**config.mk**
```make
export PLATFORM = sky130hd
export DESIGN_NAME = alu_writeback_flat
export DESIGN_NICKNAME = d
export VERILOG_FILES = /design/src/rtl/minicpu_pkg.sv /design/src/rtl/alu_writeback_if.sv /design/src/rtl/wb_port_fifo.sv /design/src/rtl/alu_writeback.sv /design/src/flat_wrapper.sv
export SDC_FILE = /design/constraint.sdc
export NUM_CORES = 1
export LEC_CHECK = 0
export CORE_UTILIZATION = 46
export DETAILED_ROUTE_END_ITERATION = 10
export HOLD_SLACK_MARGIN = 0.03
export PLACE_DENSITY = 0.74
export REMOVE_ABC_BUFFERS = 1
export SYNTH_ARGS = -nofsm -noshare
export SYNTH_HDL_FRONTEND = slang
export SYNTH_SLANG_ARGS = --single-unit
```
**constraint.sdc**
```tcl
create_clock -name clk -period 1.8 [get_ports clk]
set_input_delay 0.36 -clock clk [delete_from_list [all_inputs] [get_ports clk]]
set_output_delay 0.36 -clock clk [all_outputs]
set_load 0.02 [all_outputs]
```
**src/rtl/minicpu_pkg.sv**
```systemverilog
// Shared minicpu types: datapath width and writeback destination encoding.
`ifndef DATA_WIDTH
`define DATA_WIDTH 4
`endif

package minicpu_pkg;

  localparam int DATA_WIDTH = `DATA_WIDTH;

  typedef enum logic [1:0] {
    WB_REG_A     = 2'b00,
    WB_REG_B     = 2'b01,
    WB_PORT      = 2'b10,
    WB_FLAG_ONLY = 2'b11
  } wb_dst_e;

endpackage

```
**src/rtl/alu_writeback_if.sv**
```systemverilog
// Writeback request bus from the sequencer/ALU plus the output-port valid/ready stream.
interface alu_writeback_if
  import minicpu_pkg::*;
#(
  parameter int DATA_WIDTH = minicpu_pkg::DATA_WIDTH
);
  logic                  wb_en;
  wb_dst_e               wb_dst;
  logic [DATA_WIDTH-1:0] alu_out;
  logic                  alu_c;
  logic                  stall;
  logic [DATA_WIDTH-1:0] port_data;
  logic                  port_valid;
  logic                  port_ready;

  modport master (
    output wb_en, wb_dst, alu_out, alu_c, port_ready,
    input  stall, port_data, port_valid
  );

  modport slave (
    input  wb_en, wb_dst, alu_out, alu_c, port_ready,
    output stall, port_data, port_valid
  );
endinterface

```
**src/rtl/wb_port_fifo.sv**
```systemverilog
// Small circular FIFO feeding the output port; a push into a full FIFO succeeds only alongside a pop.
module wb_port_fifo #(
  parameter int DATA_WIDTH = 4,
  parameter int OUT_DEPTH  = 2
) (
  input  logic                  clk,
  input  logic                  rst_n,
  input  logic                  push,
  input  logic [DATA_WIDTH-1:0] push_data,
  input  logic                  pop,
  output logic [DATA_WIDTH-1:0] head,
  output logic                  valid,
  output logic                  full
);
  localparam int PW = $clog2(OUT_DEPTH);

  logic [DATA_WIDTH-1:0] mem_r [OUT_DEPTH];
  logic [PW-1:0]         rd_ptr_r;
  logic [PW-1:0]         wr_ptr_r;
  logic [PW:0]           count_r;
  logic                  pop_s;
  logic                  push_s;

  assign valid  = (count_r != (PW+1)'(0));
  assign full   = (count_r == (PW+1)'(OUT_DEPTH));
  assign head   = mem_r[rd_ptr_r];
  assign pop_s  = pop & valid;
  // When full, the slot being written is the one popped this same cycle.
  assign push_s = push & (~full | pop_s);

  // Storage, pointers and occupancy; reset clears everything so head reads zero.
  always_ff @(posedge clk or negedge rst_n) begin
    if (!rst_n) begin
      for (int i = 0; i < OUT_DEPTH; i++) mem_r[i] <= '0;
      rd_ptr_r <= '0;
      wr_ptr_r <= '0;
      count_r  <= '0;
    end else begin
      if (push_s) begin
        mem_r[wr_ptr_r] <= push_data;
        wr_ptr_r        <= wr_ptr_r + PW'(1);
      end
      if (pop_s) rd_ptr_r <= rd_ptr_r + PW'(1);
      case ({push_s, pop_s})
        2'b10:   count_r <= count_r + (PW+1)'(1);
        2'b01:   count_r <= count_r - (PW+1)'(1);
        default: count_r <= count_r;
      endcase
    end
  end
endmodule

```
**src/rtl/alu_writeback.sv**
```systemverilog
// ALU result sink: writes reg A/B, latches carry, and queues port writes behind a valid/ready FIFO.
module alu_writeback
  import minicpu_pkg::*;
#(
  parameter int OUT_DEPTH = 2
) (
  input  logic                  clk,
  input  logic                  rst_n,
  alu_writeback_if.slave        wb,
  output logic [DATA_WIDTH-1:0] reg_a,
  output logic [DATA_WIDTH-1:0] reg_b,
  output logic                  carry
);
  logic [DATA_WIDTH-1:0] reg_a_r;
  logic [DATA_WIDTH-1:0] reg_b_r;
  logic                  carry_r;
  logic                  fifo_full_s;
  logic                  port_sel_s;
  logic                  stall_s;
  logic                  acc_s;
  logic                  push_s;
  logic                  pop_s;

  assign port_sel_s = (wb.wb_dst == WB_PORT);
  // A full FIFO still takes the write when the consumer drains the head this cycle.
  assign stall_s    = wb.wb_en & port_sel_s & fifo_full_s & ~wb.port_ready;
  assign acc_s      = wb.wb_en & ~stall_s;
  assign push_s     = acc_s & port_sel_s;
  assign pop_s      = wb.port_valid & wb.port_ready;

  assign wb.stall = stall_s;
  assign reg_a    = reg_a_r;
  assign reg_b    = reg_b_r;
  assign carry    = carry_r;

  // Register file and carry flag update on every accepted writeback.
  always_ff @(posedge clk or negedge rst_n) begin
    if (!rst_n) begin
      reg_a_r <= '0;
      reg_b_r <= '0;
      carry_r <= 1'b0;
    end else if (acc_s) begin
      carry_r <= wb.alu_c;
      case (wb.wb_dst)
        WB_REG_A: reg_a_r <= wb.alu_out;
        WB_REG_B: reg_b_r <= wb.alu_out;
        default: begin
          reg_a_r <= reg_a_r;
          reg_b_r <= reg_b_r;
        end
      endcase
    end
  end

  wb_port_fifo #(
    .DATA_WIDTH (DATA_WIDTH),
    .OUT_DEPTH  (OUT_DEPTH)
  ) u_port_fifo (
    .clk       (clk),
    .rst_n     (rst_n),
    .push      (push_s),
    .push_data (wb.alu_out),
    .pop       (pop_s),
    .head      (wb.port_data),
    .valid     (wb.port_valid),
    .full      (fifo_full_s)
  );
endmodule

```
**src/flat_wrapper.sv**
```systemverilog
// flat-port wrapper written by rule: the top's interface ports become plain ports
module alu_writeback_flat import minicpu_pkg::*;
#(
  parameter int OUT_DEPTH = 2
)
  (clk, rst_n, reg_a, reg_b, carry, wb_wb_en, wb_wb_dst, wb_alu_out, wb_alu_c, wb_port_ready, wb_stall, wb_port_data, wb_port_valid);
  alu_writeback_if #(.DATA_WIDTH(4)) wb_i ();
  input  logic clk;
  input  logic rst_n;
  output logic [DATA_WIDTH-1:0] reg_a;
  output logic [DATA_WIDTH-1:0] reg_b;
  output logic carry;
  input wire logic [$bits(wb_i.wb_en)-1:0] wb_wb_en;
  input wire logic [$bits(wb_i.wb_dst)-1:0] wb_wb_dst;
  input wire logic [$bits(wb_i.alu_out)-1:0] wb_alu_out;
  input wire logic [$bits(wb_i.alu_c)-1:0] wb_alu_c;
  input wire logic [$bits(wb_i.port_ready)-1:0] wb_port_ready;
  output wire logic [$bits(wb_i.stall)-1:0] wb_stall;
  output wire logic [$bits(wb_i.port_data)-1:0] wb_port_data;
  output wire logic [$bits(wb_i.port_valid)-1:0] wb_port_valid;
  assign wb_i.wb_en = wb_wb_en;
  assign wb_i.wb_dst = wb_wb_dst;
  assign wb_i.alu_out = wb_alu_out;
  assign wb_i.alu_c = wb_alu_c;
  assign wb_i.port_ready = wb_port_ready;
  assign wb_stall = wb_i.stall;
  assign wb_port_data = wb_i.port_data;
  assign wb_port_valid = wb_i.port_valid;
  alu_writeback #(.OUT_DEPTH(OUT_DEPTH)) u_core (.clk(clk), .rst_n(rst_n), .wb(wb_i), .reg_a(reg_a), .reg_b(reg_b), .carry(carry));
endmodule
```
==> results of run 1 <==
where the power goes:
part	switching (uW)	internal, uW	leakage [uW]
combinational	357	503	0.000334
clock	139	83.0	0.0000177
sequential	119	649	0.000249
total	615	1240	0.000600
registers in the layout, indices dropped and copies added, names as in the netlist:
register                     cells
u_core.u_port_fifo.count_r       2
u_core.reg_a                     4
u_core.u_port_fifo.rd_ptr_r      1
u_core.carry                     1
u_core.reg_b                     4
u_core.u_port_fifo.wr_ptr_r      1
u_core.u_port_fifo.mem_r         8
per-layer routing:
| layer | vias up | global-route usage [%] | routed length (um) |
|---|---|---|---|
| met4 | 0 | 3.43 | 13 |
| met1 | 303 | 21.9 | 767 |
| met3 | 3 | 8.46 | 102 |
| met2 | 14 | 28.2 | 825 |
| li1 | 306 | - | - |
| met5 | - | 0 | 0 |
worst max-delay path, stage by stage:
cell,delay (ps)
clkdlybuf4s50_1,430
or3b_4,400
buf_4,150
nand2b_1,90
ha_2,290
nor2_1,110
xor2_1,170
stage by stage:
| stage | power, uW | cell area, sq um | std cells |
|---|---|---|---|
| final | 1850 | 1360 | 131 |
| after global routing | 1970 | 1360 | 131 |
| after CTS | 1840 | 1330 | 129 |
| after detailed placement | 1650 | 1310 | 125 |
| after global placement | 1620 | 1310 | 125 |
| after floorplan | 1270 | 943 | 62 |
repair_timing:
item / 4_1_cts / 5_1_grt
gates resized for setup: 15 / 9
pin swaps: 0 / 2
buffers inserted: 0 / 2
endpoints found under the setup margin: 6 / 7
kinds of logic (layout without fill, tap and decap cells):
family | after synthesis | count (layout) | synth area share, %
AOI/OAI and AO/OA | 1 | 1 | 0.530
muxes | 21 | 21 | 26.7
DFF | 21 | 21 | 55.7
buffers and inverters | 0 | 42 | 0
adders and majority gates | 1 | 1 | 1.33
and+or+nand+nor | 13 | 13 | 11.1
xor gates and xnor gates | 5 | 5 | 4.64
area by class of cell:
class | instances | area share [%]
sequential | 21 | 38.8
tap | 27 | 2.49
clock inverter | 1 | 0.369
multi-input combinational | 41 | 31.7
clock buffer | 3 | 1.66
timing repair buffer | 38 | 25.0
placed cells by master (no fill, tap or decap), types with 3 or more instances in the layout:
| master | instances |
|---|---|
| buf_4 | 13 |
| xnor2_1 | 3 |
| clkdlybuf4s50_1 | 19 |
| mux2_2 | 17 |
| clkbuf_4 | 3 |
| mux2_4 | 4 |
| dfrtp_1 | 20 |
| clkdlybuf4s15_1 | 3 |
synth_stat cells:
| cell type | n | share of area, % |
|---|---|---|
| and2_1 | 1 | 0.66 |
| dfrtp_1 | 21 | 56 |
| ha_1 | 1 | 1.3 |
| mux2_2 | 17 | 20 |
| mux2_4 | 4 | 6.4 |
| nand2b_1 | 2 | 1.3 |
| nand3b_1 | 1 | 0.80 |
| nand3b_4 | 1 | 2.1 |
| nor2_1 | 2 | 0.80 |
| nor3_2 | 1 | 1.1 |
| nor3b_1 | 2 | 1.6 |
| o21ai_0 | 1 | 0.53 |
| or2_2 | 1 | 0.66 |
| or3b_1 | 1 | 0.93 |
| or3b_4 | 1 | 1.2 |
| xnor2_1 | 3 | 2.8 |
| xor2_1 | 2 | 1.9 |
final timing paths:
kind,cells past startpoint,endpoint,slack [ps],start
max,7,u_core.u_port_fifo.count_r[1]$_DFFE_PN0P_,50,wb_port_ready
max in group asynchronous,2,u_core.u_port_fifo.rd_ptr_r$_DFFE_PN0P_,1210,rst_n
min reg2reg,1,u_core.carry$_DFFE_PN0P_,510,u_core.carry$_DFFE_PN0P_
min,2,u_core.u_port_fifo.count_r[0]$_DFFE_PN0P_,370,rst_n
min in group clk,1,u_core.carry$_DFFE_PN0P_,510,u_core.carry$_DFFE_PN0P_
max reg2reg,6,u_core.u_port_fifo.count_r[1]$_DFFE_PN0P_,90,u_core.u_port_fifo.count_r[1]$_DFFE_PN0P_
==> reports/results.ini, run 1 <==
[status]
status=complete, no violations

[timing]
setup_viol=0
finalClockSkew_ps=5.45
holdWs_ps=375
finalCritPeriodShare_pct=97.5
slew_violations=0
max_freq_mhz=570
maxSlewHeadroom_pct=76.8
worstMarginPinSlew_ps=347
finalCriticalPeriod_ps=1750
setup_tns_ps=0
layout_setup_ws_ps=45.0
hold_viol=0

[detailed_routing]
wl_um=1710
avgViaCountPerCell=4.78
drc=0
vias=626
dr.pass1.iters=4
routedWlPerCell_um=13.0
drtIter0Drc=10
ant_nets=0

[die]
die_height_um=47.3
io_pins=26
initial_utilization_pct=48.6
coreArea_sq_um=1940
fp.dieW_um=47.3
die-area_sq_um=2240
row_count=16

[synth]
yosysWarnings=0
synth_seq_area_share_pct=55.7
syn_inst=62
ys_seq_elements=21
synth.distinct_cells=17
synth.cell_area_sq_um=943
synth_area_per_cell_sq_um=15.2

[hold_path]
hold_path_class=input port to async pin

[critical_path]
critical_path_class=input port to flop
cp.required_ps=2030
cp_max_fo=2
start_kind=input port
arrival_ps=1990
end_kind=flop

[place]
place_ws_ps=-421
io_buffers=25
hpwlAfterDp_um=1320
place.gp.congestion=0.663

[finish]
regArea_sq_um=527
syn2layout_area_growth_pct=43.9
nets=117
multiInputGateArea_sq_um=430
fillers=145
drive_gt1_share_pct=47.1
diodes=0
post-route-util_pct=69.9

[clock_tree]
cts-root-buf=clkbuf_4
cts.reportedPaths.clkPinSlew_ps=110
insertion_delay_ps=310
cts_tree=yes
clock_path_buffers=2
holdBufCountCts=0
h-tree-depth=1
cts_buffers=3
cts_num_sinks=21

[power_and_ir_drop]
power_leakage_uw=0.000600
ir_drop_v=0.000830
cellPowerDensity_nw_per_um2=1360

[global_route]
grt_pass1_vias=592
grt_use_total_pct=17.7
grt_max_degree=22
grt_pass1_wl_um=2640
antenna_found_initial=0
grt_overflow_total=0

[run]
maxCapViolCount=0

(Power assumes the default switching activity.)
==> run 2: changes to the inputs <==
--- a/config.mk
+++ b/config.mk
@@ -5,11 +5,14 @@
 export SDC_FILE = /design/constraint.sdc
 export NUM_CORES = 1
 export LEC_CHECK = 0
-export CORE_UTILIZATION = 46
+export CORE_UTILIZATION = 55
 export DETAILED_ROUTE_END_ITERATION = 10
+export DONT_BUFFER_PORTS = 1
 export HOLD_SLACK_MARGIN = 0.03
-export PLACE_DENSITY = 0.74
+export PLACE_DENSITY = 0.67
 export REMOVE_ABC_BUFFERS = 1
+export SLEW_MARGIN = 20
 export SYNTH_ARGS = -nofsm -noshare
 export SYNTH_HDL_FRONTEND = slang
 export SYNTH_SLANG_ARGS = --single-unit
+export TNS_END_PERCENT = 100
==> run 2 against run 1 <==
- clock-buffer cell count unchanged
- first-iteration DRC count down 90%
- via count down 18%
- die area down 16%
- global-route usage up 1.2 points
- clock power up 3%
- final cell count down 35%
- fmax up 0.61%
- sequential power up 8.2%
- sequential cell count unchanged
==> reports/results.ini, run 2 (synthesized netlist as in run 1, its figures left out) <==
[finish]
regArea_sq_um=527  ; unchanged
nets=82  ; was 117
largest_reg_flops=8  ; unchanged
final_cell_mix=dfrtp_1, mux2_2, mux2_4, xnor2_1, clkbuf_4  ; was dfrtp_1, clkdlybuf4s50_1, mux2_2, buf_4, mux2_4
layout_commonest_cell=dfrtp_1  ; unchanged
multiInputGateArea_sq_um=428  ; was 430 sq um
stdcell_area_sq_um=1030  ; was 1360 sq um
fillers=122  ; was 145
regMostFlops=u_core.u_port_fifo.mem_r  ; unchanged
drive_gt1_share_pct=49.3  ; was 47.1%
syn2layout_area_growth_pct=8.89  ; was 43.9%
post-route-util_pct=65.9  ; was 69.9%
diodes=0  ; unchanged

[clock_tree]
h-tree-depth=1  ; unchanged
clock_path_buffers=2  ; unchanged
cts.reportedPaths.clkPinSlew_ps=120  ; was 110 ps
cts_tree=yes  ; unchanged
post_cts_buffers=0  ; unchanged
insertion_delay_ps=310  ; about the same
cts-root-buf=clkbuf_4  ; unchanged
cts_buffers=3  ; unchanged
cts_num_sinks=21  ; unchanged

[place]
hpwlAfterDp_um=1160  ; was 1320 um
place.gp.congestion=0.640  ; was 0.663
place_ws_ps=165  ; was -421 ps
dpl-instance-area_sq_um=978  ; was 1310 sq um
io_buffers=0  ; was 25

[power_and_ir_drop]
switching_share_pct=35.7  ; was 33.2%
power_leakage_uw=0.000452  ; was 0.000600 uW
p_int_uw=1040  ; was 1240 uW
seqPwrFrac_pct=51.6  ; was 41.5%
power.switching_uw=575  ; was 615 uW
clkPwrFrac_pct=14.2  ; was 12.0%
cellPowerDensity_nw_per_um2=1570  ; was 1360 nW/um^2
ir_drop_v=0.000671  ; was 0.000830 V
comb_power_share_pct=34.2  ; was 46.5%

[detailed_routing]
drc=0  ; unchanged
vias=512  ; was 626
ant_nets=0  ; unchanged
wl_um=1540  ; was 1710 um
routedWlPerCell_um=18.1  ; was 13.0 um
avgViaCountPerCell=6.02  ; was 4.78
dr.pass1.iters=2  ; was 4
drtIter0Drc=1  ; was 10

[global_route]
busiest_layer=met2  ; unchanged
antenna_found_initial=0  ; unchanged
grt_pass1_vias=538  ; was 592
grt_use_met1_pct=23.6  ; was 21.9%
grt_overflow_total=0  ; unchanged
grt_max_degree=22  ; unchanged
grt_use_total_pct=18.9  ; was 17.7%
grt_use_met2_pct=28.8  ; was 28.2%
grt_pass1_wl_um=2440  ; was 2640 um
use_met3_pct=6.25  ; was 8.46%

[die]
io_pins=26  ; unchanged
row_count=14  ; was 16
initial_utilization_pct=60.5  ; was 48.6%
die_height_um=43.4  ; was 47.3 um
die-area_sq_um=1880  ; was 2240 sq um
coreArea_sq_um=1560  ; was 1940 sq um
fp.dieW_um=43.4  ; was 47.3 um

[status]
status=complete, no violations  ; unchanged

[critical_path]
start_kind=flop  ; was input port
end_kind=output pin  ; was flop
arrival_ps=1380  ; was 1990 ps
cp.required_ps=1440  ; was 2030 ps
critical_path_class=flop to output pin  ; was input port to flop
cp_max_fo=5  ; was 2

[timing]
worstMarginPinSlew_ps=921  ; was 347 ps
setup_tns_ps=0  ; unchanged
holdWs_ps=189  ; was 375 ps
layout_setup_ws_ps=55.7  ; was 45.0 ps
hold_viol=0  ; unchanged
setup_viol=0  ; unchanged
finalCriticalPeriod_ps=1740  ; was 1750 ps
slew_violations=0  ; unchanged
finalCritPeriodShare_pct=96.9  ; was 97.5%
finalClockSkew_ps=3.67  ; was 5.45 ps
maxSlewHeadroom_pct=38.4  ; was 76.8%
max_freq_mhz=573  ; was 570 MHz
rsz0062_at_grt=no

[hold_path]
hold_path_class=input port to flop  ; was input port to async pin

[run]
maxCapViolCount=0  ; unchanged

-- run 2: changes by cell type in the layout (fill, tap and decap cells not counted), sizes merged --
cell / previous run / this run
dlygate4sd3: 0 / 1
clkdlybuf4s15: 3 / 0
buf: 15 / 2
clkbuf: 4 / 3
clkdlybuf4s50: 19 / 0
-- run 2: power groups by stage --
| stage | combinational [uW] | sequential (uW) | clock [uW] |
|---|---|---|---|
| 6_report | 551 | 831 | 229 |
| 5_1_grt | 587 | 859 | 259 |
| 4_1_cts | 559 | 830 | 241 |
| 3_5_place_dp | 534 | 839 | 0 |
| 3_3_place_gp | 516 | 823 | 0 |
| 2_1_floorplan | 473 | 798 | 0 |
-- run 2: area by class of cell --
cell class                 instances  area share, %
clock buffer                       3           2.19
sequential                        21           51.3
multi-input combinational         41           41.7
clock inverter                     1          0.487
timing repair buffer               3           2.44
tap                               16           1.95
-- run 2: per-stage QoR --
step	std cells	power, uW
after global routing	85	1710
after CTS	85	1630
after global placement	80	1340
after detailed placement	80	1370
final	85	1610
after floorplan	62	1270
-- run 2: final timing paths --
| path | start | endpoint | slack, ps | cells past startpoint |
|---|---|---|---|---|
| min in group asynchronous | rst_n | u_core.u_port_fifo.rd_ptr_r$_DFFE_PN0P_ | 620 | 1 |
| max | u_core.u_port_fifo.count_r[0]$_DFFE_PN0P_ | wb_stall | 60 | 2 |
| max reg2reg | u_core.u_port_fifo.count_r[0]$_DFFE_PN0P_ | u_core.u_port_fifo.count_r[1]$_DFFE_PN0P_ | 150 | 5 |
| min reg2reg | u_core.u_port_fifo.mem_r[6]$_DFFE_PN0P_ | u_core.u_port_fifo.mem_r[6]$_DFFE_PN0P_ | 520 | 1 |
| max in group asynchronous | rst_n | u_core.u_port_fifo.count_r[0]$_DFFE_PN0P_ | 570 | 1 |
| min | wb_alu_out[1] | u_core.u_port_fifo.mem_r[5]$_DFFE_PN0P_ | 190 | 1 |
-- run 2: metal layers --
metal	wire length (um)	share of wire, %
met1	691	45
met2	721	47
met3	97	6.3
met4	29	1.9
met5	0	0
-- run 2: critical path: stages, from the launching register on --
cell,delay (ps)
dfrtp_2,460
or3b_4,430
nor2_4,180
-- run 2: timing repair --
item / 4_1_cts / 5_1_grt
hold endpoints to repair: 21 / 0
setup endpoints to repair: 1 / 1
gates resized for setup: 3 / 1
hold buffers: 1 / 0
==> run 3: changes to the inputs <==
--- a/config.mk
+++ b/config.mk
@@ -5,6 +5,7 @@
 export SDC_FILE = /design/constraint.sdc
 export NUM_CORES = 1
 export LEC_CHECK = 0
+export CORE_ASPECT_RATIO = 1.25
 export CORE_UTILIZATION = 55
 export DETAILED_ROUTE_END_ITERATION = 10
 export DONT_BUFFER_PORTS = 1
==> run 3 against run 2 <==
- global-route usage increased by 3.5 points
- wire length up 11%
- final area up 0.24%
- critical path type unchanged
- sequential share of layout area down 0.12 points
- worst hold slack got worse by 2.1 ps
- first-iteration DRC count rose to 4.0 times the previous value
- die area about the same
- sequential cell count unchanged
- clock skew grew 11 ps
- core utilization is 0.78 points lower
- final cell count increased by 2.4%
==> reports/results.ini, run 3 (synthesized netlist as in run 1, its figures left out) <==
[place]
io_buffers=0  ; unchanged
hpwlAfterDp_um=1330  ; was 1160 um
place.gp.congestion=0.696  ; was 0.640
dp.cells=81  ; was 80

[critical_path]
end_kind=output pin  ; unchanged
crit_slowest_cell=dfrtp_2  ; unchanged
arrival_ps=1370  ; was 1380 ps
cp.required_ps=1440  ; about the same
path_cells=or3b_4, nor2_4  ; unchanged
critical_path_class=flop to output pin  ; unchanged
slowest_delay_ps=460  ; about the same
start_kind=flop  ; unchanged
cp_max_fo=5  ; unchanged

[power_and_ir_drop]
power_leakage_uw=0.000452  ; about the same
ir_drop_v=0.00102  ; was 0.000671 V
cellPowerDensity_nw_per_um2=1600  ; was 1570 nW/um^2

[timing]
setup_viol=0  ; unchanged
hold_viol=0  ; unchanged
setup_tns_ps=0  ; unchanged
slew_violations=0  ; unchanged
max_freq_mhz=579  ; was 573 MHz
finalCriticalPeriod_ps=1730  ; was 1740 ps
maxSlewHeadroom_pct=39.9  ; was 38.4%
finalClockSkew_ps=14.4  ; was 3.67 ps
finalCritPeriodShare_pct=96.0  ; was 96.9%
rsz0062_at_grt=no  ; unchanged
worstMarginPinSlew_ps=899  ; was 921 ps

[global_route]
grt_max_degree=22  ; unchanged
grt_overflow_total=0  ; unchanged
antenna_found_initial=0  ; unchanged
busiest_layer=met2  ; unchanged
use_met3_pct=7.34  ; was 6.25%
grt_pass1_vias=619  ; was 538
grt_pass1_wl_um=2790  ; was 2440 um
grt_use_met2_pct=34.2  ; was 28.8%
grt_use_met1_pct=27.0  ; was 23.6%
grt_use_total_pct=22.4  ; was 18.9%

[die]
die-area_sq_um=1890  ; was 1880 sq um
initial_utilization_pct=59.7  ; was 60.5%
fp.dieW_um=39.0  ; was 43.4 um
die_height_um=48.3  ; was 43.4 um
coreArea_sq_um=1580  ; was 1560 sq um
row_count=16  ; was 14
io_pins=26  ; unchanged

[finish]
syn2layout_area_growth_pct=9.15  ; was 8.89%
final_cells=87  ; was 85
diodes=0  ; unchanged
final_cell_mix=dfrtp_1, mux2_2, mux2_4, xnor2_1, clkbuf_4  ; unchanged
fillers=109  ; was 122
regMostFlops=u_core.u_port_fifo.mem_r  ; unchanged
post-route-util_pct=65.1  ; was 65.9%
multiInputGateArea_sq_um=428  ; unchanged
nets=82  ; unchanged
largest_reg_flops=8  ; unchanged
drive_gt1_share_pct=49.3  ; unchanged
layout_commonest_cell=dfrtp_1  ; unchanged
regArea_sq_um=527  ; unchanged

[detailed_routing]
drc=0  ; unchanged
wl_um=1710  ; was 1540 um
routedWlPerCell_um=19.6  ; was 18.1 um
drtIter0Drc=4  ; was 1
dr.pass1.iters=3  ; was 2
ant_nets=0  ; unchanged
avgViaCountPerCell=5.99  ; was 6.02
vias=521  ; was 512

[clock_tree]
cts-root-buf=clkbuf_4  ; unchanged
cts.reportedPaths.clkPinSlew_ps=120  ; about the same
h-tree-depth=1  ; unchanged
cts_num_sinks=21  ; unchanged
cts_tree=yes  ; unchanged
cts_buffers=3  ; unchanged
clock_path_buffers=2  ; unchanged
insertion_delay_ps=310  ; about the same

[status]
status=complete, no violations  ; unchanged

[run]
maxCapViolCount=0  ; unchanged

[hold_path]
hold_path_class=input port to flop  ; unchanged

## run 3: area by class of cell
class | count | area share, %
clock buffers | 3 | 2.19
repair buffers | 3 | 2.43
clock inverters | 1 | 0.486
well taps | 18 | 2.19
flip-flops and latches | 21 | 51.2
multi-input cells | 41 | 41.6
## run 3: per-stage QoR
stage | hold WS, ps | area [sq um] | setup slack, ps | power (uW)
2_1_floorplan | 64.4 | 943 | 202 | 1270
3_3_place_gp | 64.8 | 973 | 232 | 1340
4_1_cts | 184 | 1020 | 26.7 | 1640
3_5_place_dp | 64.9 | 973 | 138 | 1400
6_report | 187 | 1030 | 72.6 | 1640
5_1_grt | 173 | 1030 | 17.9 | 1740
## run 3: timing repair
item | CTS | global route
hold endpoints to repair | 21 | 0
pin swaps | 0 | 1
hold buffers | 1 | 0
buffers inserted | 0 | 1
cloned | 0 | 0
endpoints found under the setup margin | 1 | 1
resized for setup | 3 | 1
## run 3: per-layer routing
layer  vias up  wire (um)
li1        233          -
met1       265        658
met2        19        906
met3         4        112
met4         0         28
met5         -          0
## run 3: final timing paths
kind                                                              to  cells past startpoint  slack [ps]                                 startpoint
max                                                         wb_stall                      2          70  u_core.u_port_fifo.count_r[0]$_DFFE_PN0P_
max reg2reg                u_core.u_port_fifo.count_r[1]$_DFFE_PN0P_                      6         150  u_core.u_port_fifo.count_r[0]$_DFFE_PN0P_
min                          u_core.u_port_fifo.mem_r[4]$_DFFE_PN0P_                      1         190                              wb_alu_out[0]
min in group asynchronous                u_core.reg_b[1]$_DFFE_PN0P_                      1         600                                      rst_n
min reg2reg                  u_core.u_port_fifo.mem_r[3]$_DFFE_PN0P_                      1         520    u_core.u_port_fifo.mem_r[3]$_DFFE_PN0P_
max in group asynchronous  u_core.u_port_fifo.count_r[0]$_DFFE_PN0P_                      1         590                                      rst_n
## run 3: worst max-delay path: cells and delay by family (launching register included)
kind,cells,cell delay (ps)
DFF,1,460
and+or+nand+nor,2,590
## run 3: power by group
group	internal, uW	leakage (uW)	switching, uW	total [uW]
Combinational	317	0.000185	265	582
Sequential	649	0.000249	189	838
Clock	83.0	0.0000177	141	225
Total	1050	0.000452	596	1640
